--- config.mk ---
export PLATFORM = sky130hd
export DESIGN_NAME = cnn_dot_seq
export DESIGN_NICKNAME = d
export VERILOG_FILES = /design/src/rtl/cnn_dot_pkg.sv /design/src/rtl/cnn_dot_mul_14s_6s.sv /design/src/rtl/cnn_dot_seq.sv
export SDC_FILE = /design/constraint.sdc
export NUM_CORES = 1
export LEC_CHECK = 0
export CAP_MARGIN = 20
export CORE_MARGIN = 1
export CORE_UTILIZATION = 50
export CTS_CLUSTER_DIAMETER = 80
export DETAILED_ROUTE_END_ITERATION = 6
export GPL_TIMING_DRIVEN = 0
export PLACE_DENSITY = 0.69
export SKIP_CTS_REPAIR_TIMING = 1
export SLEW_MARGIN = 20
export SYNTH_ARGS = -nofsm -noshare
export SYNTH_HDL_FRONTEND = slang
export SYNTH_SLANG_ARGS = --single-unit
--- constraint.sdc ---
create_clock -name ap_clk -period 17.3 [get_ports ap_clk]
set_input_delay 2.595 -clock ap_clk [delete_from_list [all_inputs] [get_ports ap_clk]]
set_output_delay 2.595 -clock ap_clk [all_outputs]
set_load 0.03 [all_outputs]
--- src/rtl/cnn_dot_pkg.sv ---
// Shared widths, saturation limits, controller state encoding and the
// output clamp used by the cnn_dot_seq dot-product sequencer.
package cnn_dot_pkg;

    localparam int X_W     = 14;
    localparam int W_W     = 6;
    localparam int P_W     = 20;
    localparam int OUT_W   = 14;
    localparam int SAT_MAX = 8191;
    localparam int SAT_MIN = -8192;

    typedef enum logic [1:0] {
        S_IDLE  = 2'd0,
        S_RUN   = 2'd1,
        S_DRAIN = 2'd2,
        S_DONE  = 2'd3
    } state_e;

    // Clamp a wide signed value into the signed OUT_W output range.
    function automatic logic [OUT_W-1:0] sat_out(input logic signed [63:0] v);
        logic [OUT_W-1:0] r;
        if (v > 64'(SAT_MAX)) begin
            r = OUT_W'(SAT_MAX);
        end else if (v < 64'(SAT_MIN)) begin
            r = OUT_W'(SAT_MIN);
        end else begin
            r = v[OUT_W-1:0];
        end
        return r;
    endfunction

endpackage

--- src/rtl/cnn_dot_mul_14s_6s.sv ---
// Purely combinational signed 14x6 -> 20 multiplier; the caller registers
// the product so synthesis can pack it into a DSP slice.
module cnn_dot_mul_14s_6s
    import cnn_dot_pkg::*;
(
    input  logic signed [X_W-1:0] a_i,
    input  logic signed [W_W-1:0] b_i,
    output logic signed [P_W-1:0] p_o
);

    assign p_o = P_W'(a_i) * P_W'(b_i);

endmodule

--- src/rtl/cnn_dot_seq.sv ---
// Convolution-window dot-product sequencer: streams pixel/weight pairs through
// one shared multiplier, accumulates, then biases, shifts and saturates.
module cnn_dot_seq
    import cnn_dot_pkg::*;
#(
    parameter int N_MAX  = 25,
    parameter int ADDR_W = 5,
    parameter int ACC_W  = 40
)
(
    input  logic              ap_clk,
    input  logic              ap_rst,
    input  logic              ap_start,
    output logic              ap_done,
    output logic              ap_idle,
    output logic              ap_ready,
    input  logic [ADDR_W-1:0] len,
    input  logic [13:0]       bias,
    input  logic [3:0]        shift,
    output logic [ADDR_W-1:0] x_address0,
    output logic              x_ce0,
    input  logic [13:0]       x_q0,
    output logic [ADDR_W-1:0] w_address0,
    output logic              w_ce0,
    input  logic [5:0]        w_q0,
    output logic [13:0]       ap_return
);

    state_e                   state_q, state_d;
    logic [ADDR_W-1:0]        idx_q, idx_d;
    logic [ADDR_W-1:0]        lc_q, lc_d;
    logic [3:0]               shift_q, shift_d;
    logic signed [ACC_W-1:0]  acc_q, acc_d;
    logic signed [P_W-1:0]    p_q;
    logic signed [P_W-1:0]    p_s;
    logic                     v0_q, v1_q;
    logic [OUT_W-1:0]         ret_q, ret_d;
    logic [ADDR_W-1:0]        len_c_s;

    cnn_dot_mul_14s_6s u_mul (
        .a_i (x_q0),
        .b_i (w_q0),
        .p_o (p_s)
    );

    assign len_c_s    = (len > ADDR_W'(N_MAX)) ? ADDR_W'(N_MAX) : len;
    assign x_address0 = idx_q;
    assign w_address0 = idx_q;
    assign x_ce0      = (state_q == S_RUN);
    assign w_ce0      = (state_q == S_RUN);
    assign ap_idle    = (state_q == S_IDLE);
    assign ap_done    = (state_q == S_DONE);
    assign ap_ready   = (state_q == S_DONE);
    assign ap_return  = ret_q;

    // Next-state, operand latching and accumulate logic.
    always_comb begin
        state_d = state_q;
        idx_d   = idx_q;
        lc_d    = lc_q;
        shift_d = shift_q;
        acc_d   = acc_q;
        ret_d   = ret_q;
        if (v1_q) begin
            acc_d = acc_q + ACC_W'(p_q);
        end else begin
            acc_d = acc_q;
        end
        case (state_q)
            S_IDLE: begin
                if (ap_start) begin
                    lc_d    = len_c_s;
                    shift_d = shift;
                    idx_d   = '0;
                    acc_d   = ACC_W'($signed(bias)) <<< shift;
                    state_d = (len_c_s == '0) ? S_DONE : S_RUN;
                end else begin
                    state_d = S_IDLE;
                end
            end
            S_RUN: begin
                if (idx_q == lc_q - ADDR_W'(1)) begin
                    idx_d   = '0;
                    state_d = S_DRAIN;
                end else begin
                    idx_d   = idx_q + ADDR_W'(1);
                end
            end
            S_DRAIN: begin
                // Stage-0 valid clear means only the final accumulate is left.
                if (!v0_q) begin
                    state_d = S_DONE;
                end else begin
                    state_d = S_DRAIN;
                end
            end
            S_DONE:  state_d = S_IDLE;
            default: state_d = S_IDLE;
        endcase
        // Result is captured with the final accumulator value so it is valid in DONE.
        if ((state_d == S_DONE) && (state_q != S_DONE)) begin
            ret_d = sat_out(64'(acc_d >>> shift_d));
        end else begin
            ret_d = ret_q;
        end
    end

    // State, pipeline and result registers with synchronous reset.
    always_ff @(posedge ap_clk) begin
        if (ap_rst) begin
            state_q <= S_IDLE;
            idx_q   <= '0;
            lc_q    <= '0;
            shift_q <= 4'd0;
            acc_q   <= '0;
            p_q     <= '0;
            v0_q    <= 1'b0;
            v1_q    <= 1'b0;
            ret_q   <= '0;
        end else begin
            state_q <= state_d;
            idx_q   <= idx_d;
            lc_q    <= lc_d;
            shift_q <= shift_d;
            acc_q   <= acc_d;
            p_q     <= p_s;
            v0_q    <= (state_q == S_RUN);
            v1_q    <= v0_q;
            ret_q   <= ret_d;
        end
    end

endmodule

==> out/qor.yml, run 1 <==
outcome:
  outcome: "completed"
final_layout:
  fin_cells: 2168
  regArea_sq_um: 1840
  drive_above_1_share_pct: 8.49
  final_core_util_pct: 57.2
  multiInputGateArea_sq_um: 10400
  layout.nets: 2015
  syn_to_final_growth_pct: 11.0
  fillCellCount: 2448
grt:
  gr-total-overflow: 0
  grt_max_degree: 28
  grt_pass1_wl_mm: 75.2
  antenna_found_initial: 1
  grt_pass1_vias: 13400
  grt_usage_pct: 36.4
clocking:
  cts_sinks: 92
  tritoncts: "built"
  htree_levels: 3
  cts_buffers: 9
  path_clk_slew_ps: 70
  clk_latency_ps: 370
  root_buffer: "clkbuf_16"
  cts_buffer_depth: 2
sta:
  slew_viol_final: 0
  setup_violations: 0
  tightest_slew_ps: 938
  fin_skew_ps: 18.7
  maxSlewHeadroom_pct: 36.8
  fmax_mhz: 117
  finalHoldViolCount: 0
  period_minus_slack_ps: 8510
  tns_ps: 0
  post-route-period-util_pct: 49.2
  rsz0062_at_grt: "false"
floorplan:
  die_area_sq_um: 26900
  die-width_um: 164
  io_pins: 75
  die_y_um: 164
  initial_utilization_pct: 51.5
  num_rows: 58
  core-area_sq_um: 25500
route:
  wl_per_cell_um: 22.1
  wl_met1_mm: 20.7
  drtIter0Drc: 1487
  first_pass_iters: 6
  wl_met3_mm: 4.04
  viasPerCell: 6.47
  routed.top_layer: "met4"
  wl_met2_mm: 21.5
  wl_mm: 47.9
  drc: 0
  ant_nets: 0
  routed-via-count: 14000
placed_design:
  placed_cells: 2151
  place.gp.congestion: 1.02
  dp_hpwl_mm: 38.8
  port-buffer-count: 71
worst_setup_path:
  reg2reg_slack_ps: 11860
  end_kind: "flip-flop"
  rr_startpoint: "p_q[19]"
  cp_data_required_time_ps: 17520
  crit_type: "in2reg"
  cp.arrival_ps: 8740
  crit_fanout: 10
  worstReg2RegEnd: "ap_return[5]"
  worst_setup_path_start_kind: "input pin"
  r2r_cells: 17
power:
  ir_drop_v: 0.0000491
  finalPower_mw: 1.38
  p_per_area_nw_per_um2: 94.9
  power_leakage_nw: 6.01
synth:
  synth_most_common_cell: "nand2_1"
  synthArstFlopShare_pct: 0
  synth_edf_count: 0
  ys_ff_latch: 92
  postSynthAreaPerCell_sq_um: 7.50
  synthCells: 1750
  ys_seq_area_share_pct: 14.0
  yosys_warnings: 0
  syn_area_sq_um: 13100
  synth_top_area_share_pct: 14.0
  synth-main-ff-cell: "dfxtp_1"
  yosysUniqueCellTypes: 107
  synth_fp_nets: 1933
  yosysTopAreaCell: "dfxtp_1"
  synth_common_cells: "nand2_1 (208), nor2_1 (194), a21oi_1 (127)"
  synthTopCellsByArea: "dfxtp_1 (14%), fa_1 (9.0%), ha_1 (7.4%)"
worst_hold_path:
  hp-start: "v0_q"
  hold_depth: 1
  worst_hold_path.endpoint: "v1_q"
  hold_path_class: "reg2reg"
job:
  maxCapViolations: 0
==> cell families after synthesis <==
group / share of synthesized area, %
buf+inv: 6.84
xor+xnor: 2.54
mux: 7.51
flops: 14.0
fa+ha+maj: 16.4
simple gates: 24.9
compound gates: 27.8
==> layout make-up <==
class / instances / share of cell area (%)
multi-input cells: 1459 / 71.4
flip-flops and latches: 92 / 12.7
repair buffers: 71 / 4.88
plain buffers: 115 / 4.00
well taps: 330 / 2.84
inverters: 84 / 2.17
clock buffers: 9 / 1.55
clock inverters: 7 / 0.516
diodes: 1 / 0.0172
==> power breakdown <==
part           internal (mW)  switching, mW
Sequential             0.242         0.0330
Combinational          0.340          0.556
Clock                  0.113         0.0988
==> critical path: stages <==
cell and delay, ps:
clkdlybuf4s50_1 590, clkbuf_1 460, nand2_1 150, fa_1 510
fa_1 510, fa_1 540, inv_1 50, fa_1 510
fa_1 480, a21o_1 190, a21oi_1 230, o21bai_1 90
a21oi_1 220, o21bai_1 90, a21oi_1 260, o21bai_1 120
a21oi_1 190, nor2b_1 80, o21ai_0 140, nand2b_1 110
a311oi_1 330, xor2_1 230, nor2_1 50
==> per-layer routing <==
| metal | up-vias | global-route usage (%) |
|---|---|---|
| li1 | 6512 | - |
| met5 | - | 0 |
| met3 | 114 | 5.05 |
| met2 | 723 | 58.9 |
| met1 | 6677 | 49.4 |
| met4 | 0 | 12.6 |
==> registers in the layout, summed over array words and instances (netlist names) <==
signal and cells:
lc_q 5, w_address0 5, v1_q 1, acc_q 40, ap_return 14, state_q 2
v0_q 1, shift_q 4, p_q 20
==> layout by cell type, fill, tap and decap left out, types with 8 or more instances in the layout <==
cell and n:
fa_1 59, a21oi_1 127, buf_1 13, nor3_1 39, a21o_1 26, o211ai_1 24, dfxtp_1 91, and2_1 27
nor2b_1 22, inv_1 83, buf_2 32, mux4_2 8, or3_1 16, a221oi_1 10, a211oi_1 24, xnor2_1 32
a31oi_1 23, ha_1 78, nand2_1 208, nor2_1 194, o21ai_0 76, clkdlybuf4s50_1 71, o21ai_1 20, nor4_1 15
mux2i_1 59, o21bai_1 21, nand3_1 44, o22ai_1 17, clkbuf_16 9, a211o_1 12, buf_4 15, mux2_2 19
nand4_1 21, clkbuf_1 47, nand2b_1 35, o21a_1 21
==> metrics by stage <==
| step | cell area [sq um] | hold WS (ps) | setup WS [ps] |
|---|---|---|---|
| global route | 14600 | 492 | 8240 |
| detailed placement | 14200 | 475 | 8430 |
| finish | 14600 | 484 | 8790 |
| floorplan | 13100 | 449 | 9720 |
| CTS | 14500 | 484 | 8790 |
| global placement | 14200 | 459 | 8540 |
==> how the worst max path moves through the flow <==
stage                  from  endpoint  slack [ps]  depth (start not counted)
global route        w_q0[4]   p_q[18]        8240                         23
global placement    w_q0[4]   p_q[18]        8540                         23
CTS                 w_q0[4]   p_q[18]        8790                         23
floorplan           w_q0[4]   p_q[18]        9720                         22
detailed placement  w_q0[4]   p_q[18]        8430                         23
finish              w_q0[4]   p_q[18]        8790                         23
Note: power is estimated with default switching activity, not from simulation.
==> run 2: changes to the inputs <==
PLACE_DENSITY = 0.71   (was 0.69)
clock period = 7.47 ns   (was 17.3 ns; I/O delays follow)
==> run 2 against run 1 <==
Critical endpoint is now p_q[19]. Critical path type unchanged. Sequential share of layout area is essentially flat. Total power grew 130%. Combinational power grew 130%. Largest cell class unchanged. Highest routed layer unchanged. Setup slack got worse by 8300 ps.
==> out/qor.yml, run 2 (synthesis gave the netlist of run 1 again) <==
outcome:
  outcome: "completed"
final_layout:
  final_cell_area_sq_um: 14600  # unchanged
  regArea_sq_um: 1840  # about the same
  fillCellCount: 2439  # -0.37%
  final_core_util_pct: 57.2  # unchanged
  fin_cells: 2168  # unchanged
  layout.nets: 2015  # unchanged
  multiInputGateArea_sq_um: 10400  # -0.13%
  syn_to_final_growth_pct: 11.0  # unchanged
  mostFrequentLayoutCells: "nand2_1 (208), nor2_1 (194), a21oi_1 (127), dfxtp_1 (92), inv_1 (83)"
  final_common_cell: "nand2_1"
  drive_above_1_share_pct: 8.33  # -0.16 points
  largest_register: "acc_q"
  largest_reg_flops: 40  # unchanged
worst_setup_path:
  cp_data_required_time_ps: 7730  # -9790 ps
  end_kind: "flip-flop"
  worst_setup_path_start_kind: "input pin"
  cp.arrival_ps: 7240  # -1500 ps
  crit_type: "in2reg"
  crit_fanout: 10  # unchanged
placed_design:
  placed_cells: 2151  # unchanged
  dp_hpwl_mm: 38.8  # about the same
  place_area_sq_um: 14200  # about the same
  dp_slack_ps: 116  # -8320 ps
  port-buffer-count: 71  # unchanged
  place.gp.congestion: 1.01  # -1.1%
sta:
  period_minus_slack_ps: 6980
  slew_viol_final: 0  # unchanged
  tightest_slew_ps: 1150  # +209 ps
  maxSlewHeadroom_pct: 23.4  # -13 points
  tns_ps: 0  # unchanged
  setup_violations: 0  # unchanged
  finalHoldViolCount: 0  # unchanged
  fin_skew_ps: 12.7  # -5.98 ps
  fmax_mhz: 143
  rsz0062_at_grt: "false"
  post-route-period-util_pct: 93.5
  finalWorstSetupSlack_ps: 487  # -8300 ps
grt:
  grt_pass1_wl_mm: 74.3  # -1.2%
  grt_max_degree: 28  # unchanged
  grt_pass1_vias: 13100  # -2.1%
  grt_usage_pct: 35.9  # -0.49 points
  antenna_found_initial: 0  # -1
  gr-total-overflow: 0  # unchanged
power:
  power.net_switching_mw: 1.62  # +140%
  p_clk_share_pct: 15.8  # +0.5 points
  p_per_area_nw_per_um2: 222  # +130%
  power_leakage_nw: 6.02  # +0.21%
  ir_drop_v: 0.000123  # +150%
  sequentialPowerShare_pct: 19.3  # -0.6 points
  p_comb_share_pct: 64.9  # about the same
  intPower_mw: 1.62  # +130%
  switching_share_pct: 50.0  # +0.24 points
worst_hold_path:
  hold_path_class: "reg2reg"
clocking:
  cts_buffers: 9  # unchanged
  tritoncts: "built"
  cts_sinks: 92  # unchanged
  clk_latency_ps: 370  # about the same
  htree_levels: 3  # unchanged
  root_buffer: "clkbuf_16"
  path_clk_slew_ps: 70  # about the same
  cts_buffer_depth: 2  # unchanged
route:
  routed-via-count: 14100  # +0.76%
  drc: 0  # unchanged
  wl_mm: 48.0  # +0.15%
  wl_per_cell_um: 22.1  # +0.15%
  first_pass_iters: 6  # unchanged
  ant_nets: 0  # unchanged
  viasPerCell: 6.52  # +0.76%
  drtIter0Drc: 1612  # +8.4%
floorplan:
  num_rows: 58  # unchanged
  die-width_um: 164  # unchanged
  die_y_um: 164  # unchanged
  initial_utilization_pct: 51.5  # unchanged
  die_area_sq_um: 26900  # unchanged
  io_pins: 75  # unchanged
  core-area_sq_um: 25500  # unchanged
job:
  maxCapViolations: 0  # unchanged
run 2: changes by cell type in the layout (fill, tap and decap cells not counted), sizes merged:
cell and change:
inv +3, clkbuf +1, clkinvlp -3, clkinv -1
run 2: cell type report:
type | instances | area share, %
tap | 330 | 2.84
multi-input combinational | 1459 | 71.3
clock buffer | 10 | 1.64
inverter | 84 | 2.17
clock inverter | 6 | 0.524
antenna | 1 | 0.0172
timing repair buffer | 71 | 4.88
buffer | 115 | 4.00
sequential | 92 | 12.7
run 2: per-stage QoR:
| stage | power, mW | hold slack (ps) |
|---|---|---|
| after floorplan | 2.10 | 449 |
| after global placement | 2.65 | 463 |
| after detailed placement | 2.66 | 463 |
| after CTS | 3.18 | 473 |
| after global routing | 3.44 | 490 |
| final | 3.23 | 470 |
run 2: critical path, cell delays in order:
cell and delay [ps]:
clkdlybuf4s50_1 600, clkbuf_1 480, nand2_1 150, fa_1 510
fa_1 520, fa_1 540, inv_1 50, fa_1 500
ha_1 320, a21o_1 150, a21oi_1 220, o21bai_1 90
a21oi_1 220, o21bai_1 90, a21oi_1 300, o21bai_1 100
a21oi_1 220, o21bai_1 100, a21oi_1 270, o211ai_1 140
a21oi_1 180, xnor2_1 100, nor2_1 230
run 2: worst paths after layout:
check / from / to / slack, ps / depth (start not counted)
min reg2reg: lc_q[4] / lc_q[4] / 470 / 2
max: w_q0[4] / p_q[19] / 490 / 23
min: lc_q[4] / lc_q[4] / 470 / 2
max reg2reg: p_q[19] / ap_return[4] / 1590 / 17
run 2: metal layers:
metal,global-route usage (%),vias to the layer above,share of wire (%)
li1,-,6497,-
met4,12.8,0,3.6
met5,0,-,0
met2,55.2,797,43
met1,50.5,6723,43
met3,5.66,116,9.5
run 2: power by group through the flow:
stage,Clock (mW),Sequential (mW),Combinational (mW)
after floorplan,0,0.612,1.49
after global placement,0,0.631,2.02
after detailed placement,0,0.632,2.03
final,0.510,0.623,2.10
after CTS,0.507,0.620,2.05
after global routing,0.529,0.627,2.29
